[src/rtl/jt51_decim.sv]
// jt51_decim: stereo 2nd-order CIC decimator by R = 2**LOG2R.
// Two integrators run at the input strobe rate. The comb stage and the output
// scaling run once per R input samples. The comb fires in the cycle after the
// last sample of a frame, and sample_out follows one cycle later.
// Build option: define JT51_DECIM_ROUND_EN to round half up before the final
// shift. When it is undefined, the shift truncates toward -inf.
module jt51_decim #(
    parameter int LOG2R = 2
) (
    input  logic        clk,
    input  logic        rst_n,
    input  logic        sample_in,
    input  logic [15:0] left_in,
    input  logic [15:0] right_in,
    output logic [15:0] out_l,
    output logic [15:0] out_r,
    output logic        sample_out
);

    localparam int W  = 16 + 2*LOG2R;
    localparam int SH = 2*LOG2R;
    localparam logic [LOG2R-1:0] PH_LAST = '1;
`ifdef JT51_DECIM_ROUND_EN
    localparam logic [W-1:0] RND = W'(1) << (SH-1);
`endif

    // The CIC gain is R**2, so the shift by 2*LOG2R brings c2 back into 16 bits.
    function automatic logic [15:0] scale(input logic [W-1:0] c2);
        logic [W-1:0] biased;
`ifdef JT51_DECIM_ROUND_EN
        biased = c2 + RND;
`else
        biased = c2;
`endif
        return 16'($signed(biased) >>> SH);
    endfunction

    logic [W-1:0]     int1_l_q, int1_l_d, int2_l_q, int2_l_d;
    logic [W-1:0]     int1_r_q, int1_r_d, int2_r_q, int2_r_d;
    logic [W-1:0]     d1_l_q, d1_l_d, d2_l_q, d2_l_d;
    logic [W-1:0]     d1_r_q, d1_r_d, d2_r_q, d2_r_d;
    logic [LOG2R-1:0] phase_q, phase_d;
    logic             dec_stb_q, dec_stb_d;
    logic [15:0]      out_l_q, out_l_d, out_r_q, out_r_d;
    logic             sample_out_q, sample_out_d;

    logic [W-1:0]     x_l, x_r;
    logic [W-1:0]     c1_l, c2_l, c1_r, c2_r;

    // Next-state logic: integrate on each input strobe, and comb/scale on the decimation strobe.
    always_comb begin
        x_l = {{(W-16){left_in[15]}},  left_in};
        x_r = {{(W-16){right_in[15]}}, right_in};

        // The comb reads int2 as registered. A sample arriving in the same
        // cycle updates the integrators and belongs to the next frame.
        c1_l = int2_l_q - d1_l_q;
        c2_l = c1_l - d2_l_q;
        c1_r = int2_r_q - d1_r_q;
        c2_r = c1_r - d2_r_q;

        int1_l_d     = int1_l_q;
        int2_l_d     = int2_l_q;
        int1_r_d     = int1_r_q;
        int2_r_d     = int2_r_q;
        d1_l_d       = d1_l_q;
        d2_l_d       = d2_l_q;
        d1_r_d       = d1_r_q;
        d2_r_d       = d2_r_q;
        phase_d      = phase_q;
        dec_stb_d    = 1'b0;
        out_l_d      = out_l_q;
        out_r_d      = out_r_q;
        sample_out_d = dec_stb_q;

        if (sample_in) begin
            int1_l_d  = int1_l_q + x_l;
            int2_l_d  = int2_l_q + int1_l_q;
            int1_r_d  = int1_r_q + x_r;
            int2_r_d  = int2_r_q + int1_r_q;
            phase_d   = phase_q + LOG2R'(1);
            dec_stb_d = (phase_q == PH_LAST);
        end

        if (dec_stb_q) begin
            d1_l_d  = int2_l_q;
            d2_l_d  = c1_l;
            out_l_d = scale(c2_l);
            d1_r_d  = int2_r_q;
            d2_r_d  = c1_r;
            out_r_d = scale(c2_r);
        end
    end

    // State registers with synchronous active-low reset.
    always_ff @(posedge clk) begin
        if (!rst_n) begin
            int1_l_q     <= '0;
            int2_l_q     <= '0;
            int1_r_q     <= '0;
            int2_r_q     <= '0;
            d1_l_q       <= '0;
            d2_l_q       <= '0;
            d1_r_q       <= '0;
            d2_r_q       <= '0;
            phase_q      <= '0;
            dec_stb_q    <= 1'b0;
            out_l_q      <= '0;
            out_r_q      <= '0;
            sample_out_q <= 1'b0;
        end else begin
            int1_l_q     <= int1_l_d;
            int2_l_q     <= int2_l_d;
            int1_r_q     <= int1_r_d;
            int2_r_q     <= int2_r_d;
            d1_l_q       <= d1_l_d;
            d2_l_q       <= d2_l_d;
            d1_r_q       <= d1_r_d;
            d2_r_q       <= d2_r_d;
            phase_q      <= phase_d;
            dec_stb_q    <= dec_stb_d;
            out_l_q      <= out_l_d;
            out_r_q      <= out_r_d;
            sample_out_q <= sample_out_d;
        end
    end

    assign out_l      = out_l_q;
    assign out_r      = out_r_q;
    assign sample_out = sample_out_q;

endmodule

[config.mk]
export PLATFORM = sky130hd
export DESIGN_NAME = jt51_decim
export DESIGN_NICKNAME = d
export VERILOG_FILES = /design/src/rtl/jt51_decim.sv
export SDC_FILE = /design/constraint.sdc
export NUM_CORES = 1
export LEC_CHECK = 0
export CAP_MARGIN = 30
export CORE_UTILIZATION = 47
export DETAILED_ROUTE_END_ITERATION = 10
export PLACE_DENSITY = 0.65
export SLEW_MARGIN = 20
export SYNTH_ARGS = -nofsm -noshare
export SYNTH_HDL_FRONTEND = slang
export SYNTH_SLANG_ARGS = --single-unit
[constraint.sdc]
create_clock -name clk -period 3.8 [get_ports clk]
set_input_delay 0.76 -clock clk [delete_from_list [all_inputs] [get_ports clk]]
set_output_delay 0.76 -clock clk [all_outputs]
set_load 0.02 [all_outputs]
==> results of run 1 <==
layer usage:
| layer | vias to the layer above | track usage, % | share of wire (%) |
|---|---|---|---|
| met5 | - | 0 | 0 |
| met2 | 144 | 32.3 | 43 |
| met4 | 0 | 4.94 | 1.0 |
| li1 | 5762 | - | - |
| met1 | 4944 | 28.7 | 54 |
| met3 | 21 | 2.21 | 2.6 |
worst max path at each step:
stage | end | from | cells after the start | slack (ns)
finish | out_r[12] | d1_r_q[1] | 20 | -0.03
global route | out_r[12] | d1_r_q[1] | 20 | -0.26
CTS | out_r[12] | d1_r_q[1] | 20 | -0.03
detailed placement | out_r[12] | d1_r_q[1] | 20 | -0.14
global placement | out_l[13] | int2_l_q[0] | 21 | -0.10
floorplan | out_r[12] | d1_r_q[1] | 20 | 0.01
final cells by class:
class | instances | area, um2 | area share, %
Timing Repair Buffer | 157 | 1380 | 8.80
Clock buffer | 21 | 460 | 2.93
Multi-Input combinational cell | 1201 | 8950 | 56.9
Sequential cell | 196 | 3930 | 25.0
Clock inverter | 8 | 80.1 | 0.509
Inverter | 118 | 445 | 2.83
Tap cell | 378 | 473 | 3.01
placed cells by master, fill, tap and decap left out, drive strengths merged, types with 57 or more instances in the layout:
master / count
a21oi: 111
buf: 91
clkdlybuf4s50: 66
dfxtp: 196
ha: 151
inv: 119
mux2i: 131
nand2: 57
nor2: 236
o21ai: 57
xnor2: 71
kinds of logic after synthesis:
logic type               synth area share, %
XOR/XNOR                                7.88
adder cells (fa/ha/maj)                 15.2
multiplexers                            9.98
AND/OR/NAND/NOR                         14.9
buffers and inverters                   4.81
flip-flops                              29.6
AO/OA/AOI/OAI                           17.7
per-stage QoR:
stage	std cells	worst slack, ns	area [um2]	utilization [%]	hold slack (ns)
after global routing	2079	-0.257	15700	56.6	0.507
after floorplan	1566	0.0113	13300	-	0.445
final	2079	-0.0302	15700	56.6	0.475
after detailed placement	2029	-0.141	14800	53.2	0.463
after CTS	2068	-0.0303	15500	55.6	0.476
after global placement	2028	-0.104	14700	53.1	0.456
timing repair:
| item | CTS | global route |
|---|---|---|
| gates resized for setup | 22 | 35 |
| setup buffers | 10 | 10 |
| pin swaps | 33 | 41 |
| setup endpoints to repair | 12 | 15 |
power groups by stage:
stage                     Sequential [uW]  Combinational, uW  Clock, uW
after floorplan                      2330               3160          0
after global placement               2370               4140          0
after detailed placement             2380               4210          0
after CTS                            2330               4340       1750
after global routing                 2350               5400       1830
final                                2330               4850       1710
worst max-delay path: cells and delay by family (launching register included):
| kind | cells | cell delay [ns] |
|---|---|---|
| adders and majority gates | 2 | 0.52 |
| AOI/OAI and AO/OA | 13 | 2.36 |
| DFF | 1 | 0.33 |
| buffers and inverters | 1 | 0.04 |
| xor gates and xnor gates | 2 | 0.23 |
| and+or+nand+nor | 2 | 0.18 |
state kept, by name, summed over array words and instances, names as in the netlist:
signal / cells
int2_r_q: 20
d2_r_q: 20
dec_stb_q: 1
out_r: 16
d1_r_q: 20
d2_l_q: 20
d1_l_q: 20
int1_l_q: 20
int2_l_q: 20
sample_out: 1
phase_q: 2
out_l: 16
int1_r_q: 20
==> impl_results.rst, run 1 <==
.. list-table::
   :header-rows: 1

   * - Metric
     - Value
   * - Sequential area share after synthesis
     - roughly 30%
   * - Root buffer cell
     - sky130_fd_sc_hd__clkbuf_16
   * - Die Footprint
     - 28900 um2
   * - Switching power share of the total
     - 37.6%
   * - Initial standard-cell utilization of the core
     - 47.7%
   * - Cell Rows
     - 61
   * - Unrepaired setup endpoints after global routing
     - true
   * - Peak fanout along the critical path
     - 3
   * - Cells along the critical path
     - inv_2, ha_4, nor2b_4, o21a_1, o21ai_2, nand2b_1, a21o_1, a21o_1, a21oi_2, xnor2_2, ha_1, a21o_1, a21o_1, a221oi_2, a21bo_2, a31o_4, a21o_1, a21oi_2, xor2_1, o22ai_1
   * - Post-detailed-route via-to-cell ratio
     - roughly 5.2
   * - Slowest cell on the critical path
     - sky130_fd_sc_hd__dfxtp_2
   * - Transition time of the tightest slew-check pin
     - approximately 0.65 ns
   * - Count of max-cap constraint violations
     - 0
   * - Launch instance of the worst register-to-register path
     - d1_r_q[1]
   * - Share of the clock period used by the worst path
     - 101%
   * - Number of clock sinks
     - between 150 and 200
   * - Internal cell power
     - 5550 uW
   * - Part of the power in combinational logic
     - 54.5%
   * - Ant. Diodes
     - 0
   * - Most common cell in the netlist
     - sky130_fd_sc_hd__nor2_1
   * - Maximum vdd drop
     - around 0.33 mV
   * - Routed WL
     - approximately 28000 um
   * - Residual DRC count
     - 0
   * - Class of the tightest hold or removal check
     - flip-flop to flip-flop
   * - Cell Area, Synth
     - 13300 um2
   * - Max Buffers Root-to-Sink
     - 2
   * - Fraction of final layout cells with drive strength greater than 1
     - 10.9%
   * - Weighted congestion reported at the end of routability-driven placement
     - 0.844
   * - Net load switching power
     - ~3300 uW
   * - Top-area cell type share of the netlist area
     - just under 30%
   * - Routed length per placed instance
     - about 14 um
   * - Most common cell on crit path
     - sky130_fd_sc_hd__a21o_1
   * - Fin crit period
     - around 3.8 ns
   * - Wire length of the first global-routing pass
     - between 40000 and 50000 um
   * - Overall fraction of global-route tracks in use
     - around 20%
   * - Die X-Extent
     - 170 um
   * - Number of unique standard cell types used by synthesis
     - 73
   * - Crit. End Element
     - flip-flop
   * - TritonCTS clock tree
     - built
   * - DRC violation total after the first TritonRoute iteration
     - around 510
   * - Gate count of the mapped netlist
     - between 1500 and 2000
   * - Critical path start-end classification
     - flip-flop to flip-flop
   * - Area added between synthesis and finish
     - 18.6%
   * - HPWL after DPL
     - approximately 21000 um
   * - Largest net degree at the start of global routing
     - between 60 and 70
   * - CTS HTree Levels
     - 4
   * - Number of endpoints failing setup at the final stage
     - 1
   * - Fraction of power consumed by sequential logic
     - about a quarter
   * - Number of enable-type register cells in the synthesized netlist
     - 0
   * - DRT antenna net count
     - 0
   * - Count of filler cells inserted in the layout
     - around 2500
   * - Num ports
     - just under 70
   * - Violated checks
     - setup timing
   * - Post-synthesis sequential element count
     - between 150 and 200
   * - Area of the core
     - 27800 um2
   * - Share of async-settable or async-resettable flops after synthesis
     - 0%
   * - Total number of yosys warnings
     - 0
   * - LEAKAGE
     - between 0.006 and 0.007 uW
   * - Initial antenna violation count
     - 0
   * - Via count of the first global-routing pass
     - about 10000
   * - Min-Delay Path Depth
     - 2
   * - Max transition margin
     - 56.9%
   * - Clock share of power
     - between 10% and 20%
   * - Launch instance of the worst min-delay path
     - d2_r_q[0]
   * - Outcome
     - finished with violations
   * - Final sum of negative setup slack
     - -0.0302 ns
   * - Fin. Hold Viols
     - 0
   * - Floorplan die height
     - between 150 and 200 um
   * - Number of input and output port buffers inserted
     - 67
   * - Total number of nets in the final design
     - between 1500 and 2000
   * - Hold Path End
     - d2_r_q[0]
   * - Most instantiated flip-flop cell in the synthesis netlist
     - sky130_fd_sc_hd__dfxtp_1
   * - Number of pins exceeding their max-slew limit in the final report
     - 0
   * - Worst-path clk slew
     - 0.07 ns
   * - Pwr per Cell Area
     - about 570 nW/um2
   * - Hold-fix buffers, CTS
     - 0
   * - Top achievable clock speed
     - around 0.26 GHz
   * - Average size of a mapped cell
     - 8.46 um2
   * - Critical R2R Capture
     - out_r[12]
   * - Top cell types by occurrence after synthesis
     - sky130_fd_sc_hd__nor2_1 (236), sky130_fd_sc_hd__dfxtp_1 (196), sky130_fd_sc_hd__ha_1 (151)
   * - Global route overflow
     - 0
   * - Kind of start point of the critical path
     - flip-flop
   * - Sum of internal, switching and leakage power
     - 8900 uW
   * - Reg2reg setup slack
     - -0.03 ns
   * - Clock tree skew after final layout
     - approximately 0.011 ns
   * - Data arrival time of the critical path
     - 4.12 ns
   * - Dominant cell type by area after synthesis
     - sky130_fd_sc_hd__dfxtp_1
   * - Worst-skew pair later-pin latency
     - between 0.4 and 0.5 ns
   * - Number of detailed-route iterations in the first pass
     - 5
   * - Post-synth net total
     - roughly 1800
   * - Number of buffers created by CTS
     - 17
   * - Worst-case reg-to-reg path depth
     - 20
   * - Required @ worst endpoint
     - around 4 ns
   * - Routed vias
     - about 11000
   * - Setup slack after layout
     - -0.0302 ns
   * - Peak per-stage delay on the critical path
     - between 0.3 and 0.4 ns
   * - Largest cells by area after synthesis
     - sky130_fd_sc_hd__dfxtp_1 (30%), sky130_fd_sc_hd__ha_1 (14%), sky130_fd_sc_hd__mux2i_1 (9.9%)
Power figures use the tool's default switching activity.
==> run 2: changes to the inputs <==
--- a/config.mk
+++ b/config.mk
@@ -7,9 +7,11 @@
 export LEC_CHECK = 0
 export CAP_MARGIN = 30
 export CORE_UTILIZATION = 47
+export CTS_CLUSTER_DIAMETER = 60
 export DETAILED_ROUTE_END_ITERATION = 10
 export PLACE_DENSITY = 0.65
-export SLEW_MARGIN = 20
+export SLEW_MARGIN = 10
 export SYNTH_ARGS = -nofsm -noshare
 export SYNTH_HDL_FRONTEND = slang
 export SYNTH_SLANG_ARGS = --single-unit
+export TNS_END_PERCENT = 10
==> impl_results.rst, run 2 (same netlist as run 1, synthesis figures left out) <==
.. list-table::
   :header-rows: 1

   * - Metric
     - Value
   * - Outcome
     - finished with violations
   * - Violated checks
     - setup timing
   * - Setup slack after layout
     - -0.0671 ns
   * - Peak per-stage delay on the critical path
     - between 0.3 and 0.4 ns
   * - Count of max-cap constraint violations
     - 0
   * - TritonCTS clock tree
     - built
   * - Fraction of final layout cells with drive strength greater than 1
     - a little under a tenth
   * - Peak fanout along the critical path
     - 3
   * - Number of detailed-route iterations in the first pass
     - 5
   * - Most common cell on crit path
     - sky130_fd_sc_hd__a21o_1
   * - Clock tree skew after final layout
     - between 0.01 and 0.015 ns
   * - Area of the core
     - 27800 um2
   * - Global route overflow
     - 0
   * - Final sum of negative setup slack
     - -0.118 ns
   * - Unrepaired setup endpoints after global routing
     - true
   * - Cells along the critical path
     - inv_1, ha_1, nor2b_1, o21a_1, o21ai_2, nand2b_1, a21o_1, a21o_1, a21oi_2, xnor2_2, ha_1, a21o_1, a21o_1, a221oi_2, a21bo_2, a31o_4, a21o_1, a21oi_2, xor2_1, o22ai_1
   * - Worst setup slack before clock tree synthesis
     - -0.135 ns
   * - Worst-path clk slew
     - around 0.08 ns
   * - Cell Rows
     - just over 60
   * - Floorplan die height
     - between 150 and 200 um
   * - Number of pins exceeding their max-slew limit in the final report
     - 0
   * - Buf/Inv on CP
     - 1
   * - Kind of start point of the critical path
     - flip-flop
   * - DRC violation total after the first TritonRoute iteration
     - 446
   * - Worst-skew pair later-pin latency
     - 0.44 ns
   * - Pwr per Cell Area
     - between 500 and 600 nW/um2
   * - Initial standard-cell utilization of the core
     - a little under half
   * - Area added between synthesis and finish
     - 17.6%
   * - Number of endpoints failing setup at the final stage
     - 4
   * - Kind of cell adding the most delay to the critical path
     - compound AO/OA/AOI/OAI gates
   * - Placement-stage cell area
     - approximately 15000 um2
   * - Max transition margin
     - between 50% and 60%
   * - Number of input and output port buffers inserted
     - 67
   * - Overall fraction of global-route tracks in use
     - ~21%
   * - Critical path start-end classification
     - flip-flop to flip-flop
   * - Data arrival time of the critical path
     - 4.17 ns
   * - LEAKAGE
     - approximately 0.0066 uW
   * - HPWL after DPL
     - between 20000 and 25000 um
   * - Residual DRC count
     - 0
   * - Routed length per placed instance
     - between 10 and 15 um
   * - Required @ worst endpoint
     - approximately 4 ns
   * - Routed vias
     - around 11000
   * - Total number of nets in the final design
     - 1870
   * - Routed WL
     - approximately 29000 um
   * - Die Footprint
     - about 29000 um2
   * - Weighted congestion reported at the end of routability-driven placement
     - 0.834
   * - Most frequent standard cell in the layout excluding fill and tap cells
     - sky130_fd_sc_hd__nor2_1
   * - Post-detailed-route via-to-cell ratio
     - about 5.2
   * - Via count of the first global-routing pass
     - ~10000
   * - Initial antenna violation count
     - 0
   * - Class of the tightest hold or removal check
     - flip-flop to flip-flop
   * - Number of buffers created by CTS
     - 17
   * - Count of filler cells inserted in the layout
     - about 2600
   * - Slowest cell on the critical path
     - sky130_fd_sc_hd__dfxtp_2
   * - Transition time of the tightest slew-check pin
     - between 0.6 and 0.7 ns
   * - Fin. Hold Viols
     - 0
   * - DRT antenna net count
     - 0
   * - Root buffer cell
     - sky130_fd_sc_hd__clkbuf_16
   * - Largest net degree at the start of global routing
     - 68
   * - Multi-input combinational cell area
     - ~9000 um2
   * - Max Buffers Root-to-Sink
     - 2
   * - Top achievable clock speed
     - ~0.26 GHz
   * - Ant. Diodes
     - 0
   * - Number of clock sinks
     - around 200
   * - Wire length of the first global-routing pass
     - slightly below 50000 um
   * - Maximum vdd drop
     - ~0.35 mV
   * - Register Area
     - just under 4000 um2
   * - Share of the clock period used by the worst path
     - 102%
   * - Num ports
     - 68
   * - CTS HTree Levels
     - 4
   * - Leading cell types in the layout, fill and taps excluded
     - sky130_fd_sc_hd__nor2_1 (236), sky130_fd_sc_hd__dfxtp_1 (192), sky130_fd_sc_hd__ha_1 (150)
   * - Die X-Extent
     - 170 um
   * - Design area
     - roughly 16000 um2
   * - Crit. End Element
     - flip-flop
   * - Fin crit period
     - 3.87 ns
run 2: area by class of cell:
| cell class | count | share of cell area, % |
|---|---|---|
| inverters | 118 | 2.86 |
| clock inverters | 12 | 1.10 |
| flip-flops and latches | 196 | 25.2 |
| well taps | 378 | 3.03 |
| multi-input cells | 1201 | 56.9 |
| repair buffers | 144 | 8.07 |
| clock buffers | 20 | 2.87 |
run 2: stage by stage:
step / hold WS [ns] / utilization, % / power, uW / std cells
2_1_floorplan: 0.445 / - / 5490 / 1566
3_3_place_gp: 0.452 / 53.1 / 6520 / 2027
3_5_place_dp: 0.459 / 53.1 / 6600 / 2027
4_1_cts: 0.470 / 55.8 / 8680 / 2068
5_1_grt: 0.484 / 56.1 / 9510 / 2069
6_report: 0.467 / 56.1 / 8830 / 2069
run 2: worst register-to-register path: stages (launching register included):
cell                       delay, ns
sky130_fd_sc_hd__dfxtp_2        0.33
sky130_fd_sc_hd__inv_1          0.04
sky130_fd_sc_hd__ha_1           0.26
sky130_fd_sc_hd__nor2b_1        0.13
sky130_fd_sc_hd__o21a_1         0.19
sky130_fd_sc_hd__o21ai_2        0.15
sky130_fd_sc_hd__nand2b_1       0.07
sky130_fd_sc_hd__a21o_1         0.16
sky130_fd_sc_hd__a21o_1         0.16
sky130_fd_sc_hd__a21oi_2        0.18
sky130_fd_sc_hd__xnor2_2        0.10
sky130_fd_sc_hd__ha_1           0.31
sky130_fd_sc_hd__a21o_1         0.20
sky130_fd_sc_hd__a21o_1         0.19
sky130_fd_sc_hd__a221oi_2       0.23
sky130_fd_sc_hd__a21bo_2        0.28
sky130_fd_sc_hd__a31o_4         0.23
sky130_fd_sc_hd__a21o_1         0.17
sky130_fd_sc_hd__a21oi_2        0.13
sky130_fd_sc_hd__xor2_1         0.16
sky130_fd_sc_hd__o22ai_1        0.09
run 2: power by group:
group          switching (uW)  internal [uW]
clock                     838           1070
sequential                149           2190
combinational            2330           2250
run 2: repair_timing:
| item | CTS | global route |
|---|---|---|
| buffers inserted | 9 | 1 |
| endpoints found under the setup margin | 12 | 18 |
| hold buffers | 0 | 0 |
| resized for setup | 16 | 22 |
| pin swaps | 22 | 34 |
run 2: path summary, 6_finish.rpt:
path                  start        end  slack [ns]  cells past startpoint
hold reg to reg    out_l[4]   out_l[4]        0.47                      2
setup reg to reg  d1_r_q[1]  out_r[12]       -0.07                     20
hold / removal     out_l[4]   out_l[4]        0.47                      2
setup / recovery  d1_r_q[1]  out_r[12]       -0.07                     20
run 2: routing by layer:
metal	vias to the layer above	share of wire [%]	GRT usage (%)
met5	-	0	0
met4	0	1.3	5.29
met3	26	2.4	2.79
met2	142	42	32.1
met1	4920	54	29.7
li1	5725	-	-
